### src/rtl/if_fetch_ctrl.sv
// if_fetch_ctrl -- instruction-fetch sequencer for the IF/ID stage.
//
// Issues one outstanding req/ack fetch at a time, tracks the fetch PC, and
// produces the IF/ID instruction-register load (ir_write/ir_data/ir_pc). A
// one-entry hold buffer absorbs an instruction that returns while the hazard
// unit stalls. A branch flush discards in-flight or buffered work and
// redirects fetch to branch_target.
//
// Optional feature: define IF_FLUSH_NOP_EN to load NOP_WORD (with
// ir_pc=branch_target) into IF/ID on every flush cycle. Without it, flush
// suppresses ir_write.
//
// Ports:
//   clk, rst_n        clock (rising edge), asynchronous active-low reset
//   stall             IF/ID register must not load this cycle
//   flush             branch/jump taken, discard in-flight instruction
//   branch_target     redirect address, valid with flush
//   imem_req/addr     fetch request and address to instruction memory
//   imem_ack/rdata    memory completion and returned instruction
//   ir_write/data/pc  combinational IF/ID load enable, instruction, its PC
//   ir_valid          registered, IF/ID holds a real instruction
module if_fetch_ctrl #(
  parameter logic [31:0] PC_RESET = 32'h0000_0000,
  parameter logic [31:0] PC_STEP  = 32'd4,
  parameter logic [31:0] NOP_WORD = 32'h0000_0013
) (
  input  logic        clk,
  input  logic        rst_n,
  input  logic        stall,
  input  logic        flush,
  input  logic [31:0] branch_target,
  output logic        imem_req,
  output logic [31:0] imem_addr,
  input  logic        imem_ack,
  input  logic [31:0] imem_rdata,
  output logic        ir_write,
  output logic [31:0] ir_data,
  output logic [31:0] ir_pc,
  output logic        ir_valid
);

  typedef enum logic [1:0] {IDLE, REQ, HOLD, DRAIN} state_t;

  state_t      state, state_nx;
  logic [31:0] fetch_pc, fetch_pc_nx;
  logic [31:0] hold_instr, hold_instr_nx;
  logic [31:0] hold_pc, hold_pc_nx;
  logic [31:0] redirect_pc, redirect_pc_nx;
  logic        ir_valid_nx;
  logic        fetched;

  always_ff @(posedge clk or negedge rst_n) begin
    if (!rst_n) begin
      state       <= IDLE;
      fetch_pc    <= PC_RESET;
      hold_instr  <= '0;
      hold_pc     <= '0;
      redirect_pc <= '0;
      ir_valid    <= 1'b0;
    end else begin
      state       <= state_nx;
      fetch_pc    <= fetch_pc_nx;
      hold_instr  <= hold_instr_nx;
      hold_pc     <= hold_pc_nx;
      redirect_pc <= redirect_pc_nx;
      ir_valid    <= ir_valid_nx;
    end
  end

  always_comb begin
    state_nx       = state;
    fetch_pc_nx    = fetch_pc;
    hold_instr_nx  = hold_instr;
    hold_pc_nx     = hold_pc;
    redirect_pc_nx = redirect_pc;
    imem_req       = 1'b0;
    imem_addr      = fetch_pc;
    ir_write       = 1'b0;
    ir_data        = '0;
    ir_pc          = '0;
    fetched        = 1'b0;

    case (state)
      IDLE: state_nx = REQ;

      REQ: begin
        imem_req = 1'b1;
        if (imem_ack) begin
          if (flush) begin
            fetch_pc_nx = branch_target;
          end else if (stall) begin
            hold_instr_nx = imem_rdata;
            hold_pc_nx    = fetch_pc;
            fetch_pc_nx   = fetch_pc + PC_STEP;
            state_nx      = HOLD;
          end else begin
            fetched     = 1'b1;
            ir_write    = 1'b1;
            ir_data     = imem_rdata;
            ir_pc       = fetch_pc;
            fetch_pc_nx = fetch_pc + PC_STEP;
          end
        end else if (flush) begin
          // Request already on the bus: let it finish, then redirect.
          redirect_pc_nx = branch_target;
          state_nx       = DRAIN;
        end
      end

      HOLD: begin
        if (flush) begin
          fetch_pc_nx = branch_target;
          state_nx    = REQ;
        end else if (!stall) begin
          fetched  = 1'b1;
          ir_write = 1'b1;
          ir_data  = hold_instr;
          ir_pc    = hold_pc;
          state_nx = REQ;
        end
      end

      DRAIN: begin
        imem_req = 1'b1;
        if (flush) redirect_pc_nx = branch_target;
        if (imem_ack) begin
          fetch_pc_nx = flush ? branch_target : redirect_pc;
          state_nx    = REQ;
        end
      end

      default: state_nx = IDLE;
    endcase

`ifdef IF_FLUSH_NOP_EN
    if (flush) begin
      ir_write = 1'b1;
      ir_data  = NOP_WORD;
      ir_pc    = branch_target;
    end
`endif

    // fetched is never set in a flush cycle, so flush always clears.
    if (flush)        ir_valid_nx = 1'b0;
    else if (fetched) ir_valid_nx = 1'b1;
    else              ir_valid_nx = ir_valid;
  end

endmodule

### config.mk
export PLATFORM = sky130hd
export DESIGN_NAME = if_fetch_ctrl
export DESIGN_NICKNAME = d
export VERILOG_FILES = /design/src/rtl/if_fetch_ctrl.sv
export SDC_FILE = /design/constraint.sdc
export NUM_CORES = 1
export LEC_CHECK = 0
export ABC_AREA = 1
export CAP_MARGIN = 20
export CELL_PAD_IN_SITES_DETAIL_PLACEMENT = 1
export CELL_PAD_IN_SITES_GLOBAL_PLACEMENT = 1
export CORE_MARGIN = 1
export CORE_UTILIZATION = 33
export DETAILED_ROUTE_END_ITERATION = 7
export GPL_TIMING_DRIVEN = 0
export PLACE_DENSITY = 0.82
export SLEW_MARGIN = 10
export SYNTH_ARGS = -nofsm -noshare
export SYNTH_HDL_FRONTEND = slang
export SYNTH_SLANG_ARGS = --single-unit
### constraint.sdc
create_clock -name clk -period 1.9 [get_ports clk]
set_input_delay 0.38 -clock clk [delete_from_list [all_inputs] [get_ports clk]]
set_output_delay 0.38 -clock clk [all_outputs]
set_load 0.005 [all_outputs]
* Word-level counts from Yosys, hierarchy flattened *
Index checks and enable logic that the tools add are counted.
Widths: inputs -> output; s select.

storage, ports and cells
  bits in registers = 131
  latch bits = 0
  bits in writable memories = 0
  ROM bits = 0
  memories = 0

cells by class
  add/subtract/negate cells = 1
  $mul = 0
  div/mod/pow operators = 0
  magnitude comparators = 0
  eq/ne operators = 11
  shift-type cells = 0
  mux-type cells = 35
  bitwise logic cells = 1
  reductions and logical operators = 9

operators by type and width
  kind                   count
  $mux 32                16
  $pmux 32 s2            3
  $pmux 32 s3            1
  $add 32x3->32 const B  1
  $mux 2                 7
  $ne 3x3->1 const B     4
  $ne 2x2->1 const B     4
  $pmux 2 s4             1
  $reduce_and 4->1       2
  $mux 1                 6
  $reduce_and 5->1       1
  $eq 2x2->1 const B     2
  $reduce_bool 2->1      2
  $reduce_bool 3->1      1
  $eq 2x1->1 const B     1
  $logic_not 2->1        1
  $pmux 1 s2             1
  $reduce_and 2->1       1
  $reduce_or 2->1        1
  $not 1->1              1

* Depth between registers and ports, before layout *
Gate-level depths: netlist of the first run.

  word-level depth = 6
  depth in mapped cells = 12
  gate-level depth less buffers = 12

* Worst setup path before layout of the first run *
Ideal clock, no wire load.

  kind = reg2out
  start point = register state[0]
  end point = output ir_data[0]
  data arrival time = 1.527 ns
  slack = -0.007 ns
  cell stages (with the launch flop) = 10
  cell sequence = dfrtp_1 > inv_1 > ha_1 > buf_2 > nand2_1 > nor2_1 > buf_2 > buf_2 > nand2_1 > a21oi_1

on the way
  word-level cells in the longest chain between the ends = 2

ends and longest elaborated chain
  element                                   RTL line  source
  from (decl)                               44        state_t state, state_nx;
  from (signal assigned)                    61        state <= state_nx;
  $eq 2x2->1 or $eq 2x1->1 (tied branches)  83        case (state)
  $pmux 32 s2 *                             83
  to (decl)                                 37        output logic [31:0] ir_data,

Every way passes the cells marked *; elsewhere a longest branch is shown, timed or not.

* Worst setup path after layout of the first run *
  start point = register state[1]
  end point = output ir_pc[12]

on the way
  word-level cells in the longest chain between the ends = 2

ends and longest elaborated chain
  element                                   RTL line  source
  $eq 2x2->1 or $eq 2x1->1 (tied branches)  83
  $pmux 32 s2 *                             83
  to (decl)                                 38        output logic [31:0] ir_pc,

Marks and branches as above.

==> summary.md, run 1 <==
| Metric | Value |
|---|---|
| Crit path to | `ir_pc[12]` |
| Tcrit/Tclk final | `139%` |
| Number of antenna-violating nets in the routed design | `0` |
| Synth async-reset ratio | `100%` |
| Worst EP arrival | `2.26 ns` |
| Share of the synthesized area in the top cell type | `41.5%` |
| 1st-pass router iterations | `5` |
| Dpl hpwl | `22300 um` |
| CTS clock-pin slew for the worst setup and hold paths | `0.06 ns` |
| Mapped cell area | `0.00789 mm^2` |
| Worst min-delay path category | `in2async` |
| CTS Buf Count | `17` |
| Area after DPL | `0.0100 mm^2` |
| Starting density of the core | `33.6%` |
| Failing checks | `negative hold slack, negative setup slack` |
| Max FO, Critical Path | `5` |
| Die Y | `157 um` |
| FP Rows | `56` |
| Synth Instances | `1093` |
| CTS tree | `built` |
| LEAKAGE | `0.00605 uW` |
| Starting DRT DRC Count | `718` |
| Layout Nets | `1427` |
| Setup Viol. Count Final | `106` |
| Die Width | `157 um` |
| Reg2Reg Depth | `12` |
| Final setup skew | `0.0149 ns` |
| Core Area | `0.0235 mm^2` |
| Initial antenna violation count | `0` |
| Count leader, synth | `nand2_1` |
| Syn nets | `1166` |
| Clock root buffer master | `clkbuf_16` |
| Post-route setup slack | `-0.740 ns` |
| Max Fclk | `0.379 GHz` |
| Max Cap Viol | `0` |
| Max VDD drop | `0.635 mV` |
| Seq/Total Area, Yosys | `41.5%` |
| Final Max Tran Viols | `0` |
| Grt total ovfl | `0` |
| Status | `finished with violations` |
| Routed length per instance | `24.7 um` |
| DIE AREA | `0.0245 mm^2` |
| Final hold vios | `5` |
| R2R Path End | `imem_addr[16]` |
| Power Dens Cells | `1710 mW/mm^2` |
| YS warnings | `0` |
| Remaining DRCs | `0` |
| WL final | `41700 um` |
| Number of I/O port buffers | `167` |
| Flop-to-flop setup slack | `-0.32 ns` |
| Mapped Avg Cell Area | `7.22 um^2` |
| Area leader, netlist | `dfrtp_1` |
| Antenna diodes | `0` |
| GRT Total Usage | `29.2%` |
| Crit path from | `state[1]` |
| Htree depth | `4` |
| Top Ports | `168` |
| Total negative setup slack | `-49.21 ns` |
| Clock Latency Late Sink | `0.45 ns` |
| Largest net degree at the start of global routing | `75` |
| Final instance area | `0.0126 mm^2` |
| Post-synthesis register bit count | `131` |
| Post-synth cell types | `33` |
| RSZ-0062 raised after global routing | `true` |
| Synth top cells by count | `408 x nand2_1, 131 x dfrtp_1, 116 x o21ai_0, 85 x inv_1, 78 x a21oi_1` |
| Fin crit period | `2.64 ns` |
| Largest cells by area after synthesis | `dfrtp_1 42%, nand2_1 19%, o21ai_0 7.4%` |
| Critical path type | `reg2out` |
| Clock sink count | `131` |
| DR vias | `9557` |
| CP required | `1.52 ns` |
| Slew HR | `48.0%` |
| Synth Flop Type | `dfrtp_1` |
| Least-Margin Pin Slew | `0.781 ns` |
| First-pass GRT wire length | `53800 um` |
| Synthesis-to-layout area growth | `60.1%` |
| Ratio of cells with drive above 1 in the final layout | `36.9%` |
| Critical path startpoint category | `flip-flop` |
| Vias in the first global route | `9579` |
| GPL Wtd Cong | `0.880` |
| Post-synth EDFFs | `0` |
| Hold WS | `-0.0226 ns` |
| Vias/cell | `5.67` |
| CTS max path bufs | `2` |
| Endpoint class of the critical path | `output pin` |
| Worst r2r src | `state[0]` |
## layout by cell type (no fill, tap or decap), types with 4 or more instances in the layout
cell type / n
nand2_1: 321
o21ai_0: 112
dfrtp_1: 112
clkdlybuf4s50_1: 99
inv_1: 81
buf_2: 75
a21oi_2: 61
nand2_4: 50
nand2_2: 40
buf_6: 39
nor2_1: 36
mux2_2: 32
buf_4: 32
nand3_1: 30
a22o_1: 26
nor2_4: 23
clkbuf_16: 23
dfrtp_2: 19
buf_8: 17
nor2_2: 16
buf_12: 15
a21oi_1: 11
a21boi_2: 8
a21oi_4: 7
clkbuf_1: 6
a21boi_1: 6
a22oi_2: 5
o21ai_1: 5
clkinv_2: 5
xor2_1: 4
clkbuf_2: 4
clkbuf_4: 4
## routing by layer
metal	vias to the layer above	track usage [%]	routed length, um
met1	4793	34.8	15900
met5	-	0	0
met4	0	14.7	2410
li1	4070	-	-
met2	495	50.9	20700
met3	199	4.54	2660
## state kept, by name (all words and copies together) (netlist names)
signal / flops
imem_addr: 32
state: 2
hold_instr: 32
redirect_pc: 32
ir_valid: 1
hold_pc: 32
## worst max-delay path, cell delays in order (launching register included)
cell and delay (ns):
dfrtp_2 0.41, buf_12 0.12, ha_4 0.16, nand2_4 0.06
nor2_4 0.17, buf_8 0.15, buf_12 0.11, buf_6 0.09
buf_6 0.12, buf_6 0.09, nand2_2 0.04, a21oi_2 0.15
buf_2 0.14
## worst min path at each step
stage | start | to | slack (ns) | cells after the start
after floorplan | rst_n | hold_instr[0] | 0.08 | 0
after global placement | hold_pc[13] | hold_pc[13] | 0.47 | 2
after detailed placement | hold_pc[17] | hold_pc[17] | 0.47 | 2
after CTS | rst_n | hold_pc[22] | 0.02 | 1
after global routing | rst_n | hold_pc[22] | 0.03 | 1
final | rst_n | hold_pc[26] | -0.02 | 1
## through the flow
step / instances / setup slack (ns) / power [uW] / util [%]
2_1_floorplan: 1093 / 0.0145 / 9870 / -
3_3_place_gp: 1579 / -5.22 / 13000 / 42.5
3_5_place_dp: 1580 / -1.42 / 13300 / 42.6
4_1_cts: 1671 / -0.682 / 19200 / 50.1
5_1_grt: 1686 / -0.795 / 22400 / 53.8
6_report: 1686 / -0.740 / 21600 / 53.8
## kinds of logic (layout without fill, tap and decap cells)
group	after synthesis	after routing	synth area share, %
mux	32	32	4.57
xor+xnor	5	5	0.555
flops	131	131	41.5
compound gates	249	249	17.9
simple gates	520	521	26.5
buf+inv	152	425	8.25
fa+ha+maj	4	4	0.634
## repair_timing
action | CTS | global route
hold buffers | 0 | 0
resized for setup | 526 | 227
pin swaps | 53 | 50
endpoints found under the setup margin | 196 | 205
setup buffers | 48 | 19
gates cloned | 11 | 6
## area by class of cell
type                       count  area (um^2)
inverter                      88          345
fill                        2718        10800
tap                          319          399
multi-input combinational    811         4990
clock buffer                  19          443
buffer                        59          611
timing repair buffer         246         2400
clock inverter                13          135
sequential                   131         3300
## power breakdown
part	internal, uW	switching, uW	leakage, uW
clock network	1960	1410	0.000283
logic	5200	6960	0.00418
registers	4240	1790	0.00158
total	11400	10200	0.00605
No activity file was read; power rests on OpenSTA's default activity.
==> run 2: changes to the inputs <==
Settings changed: CORE_MARGIN 1 to unset.
==> results of run 2 <==
No change in the layout: final DEF, timing and power equal those of run 1.
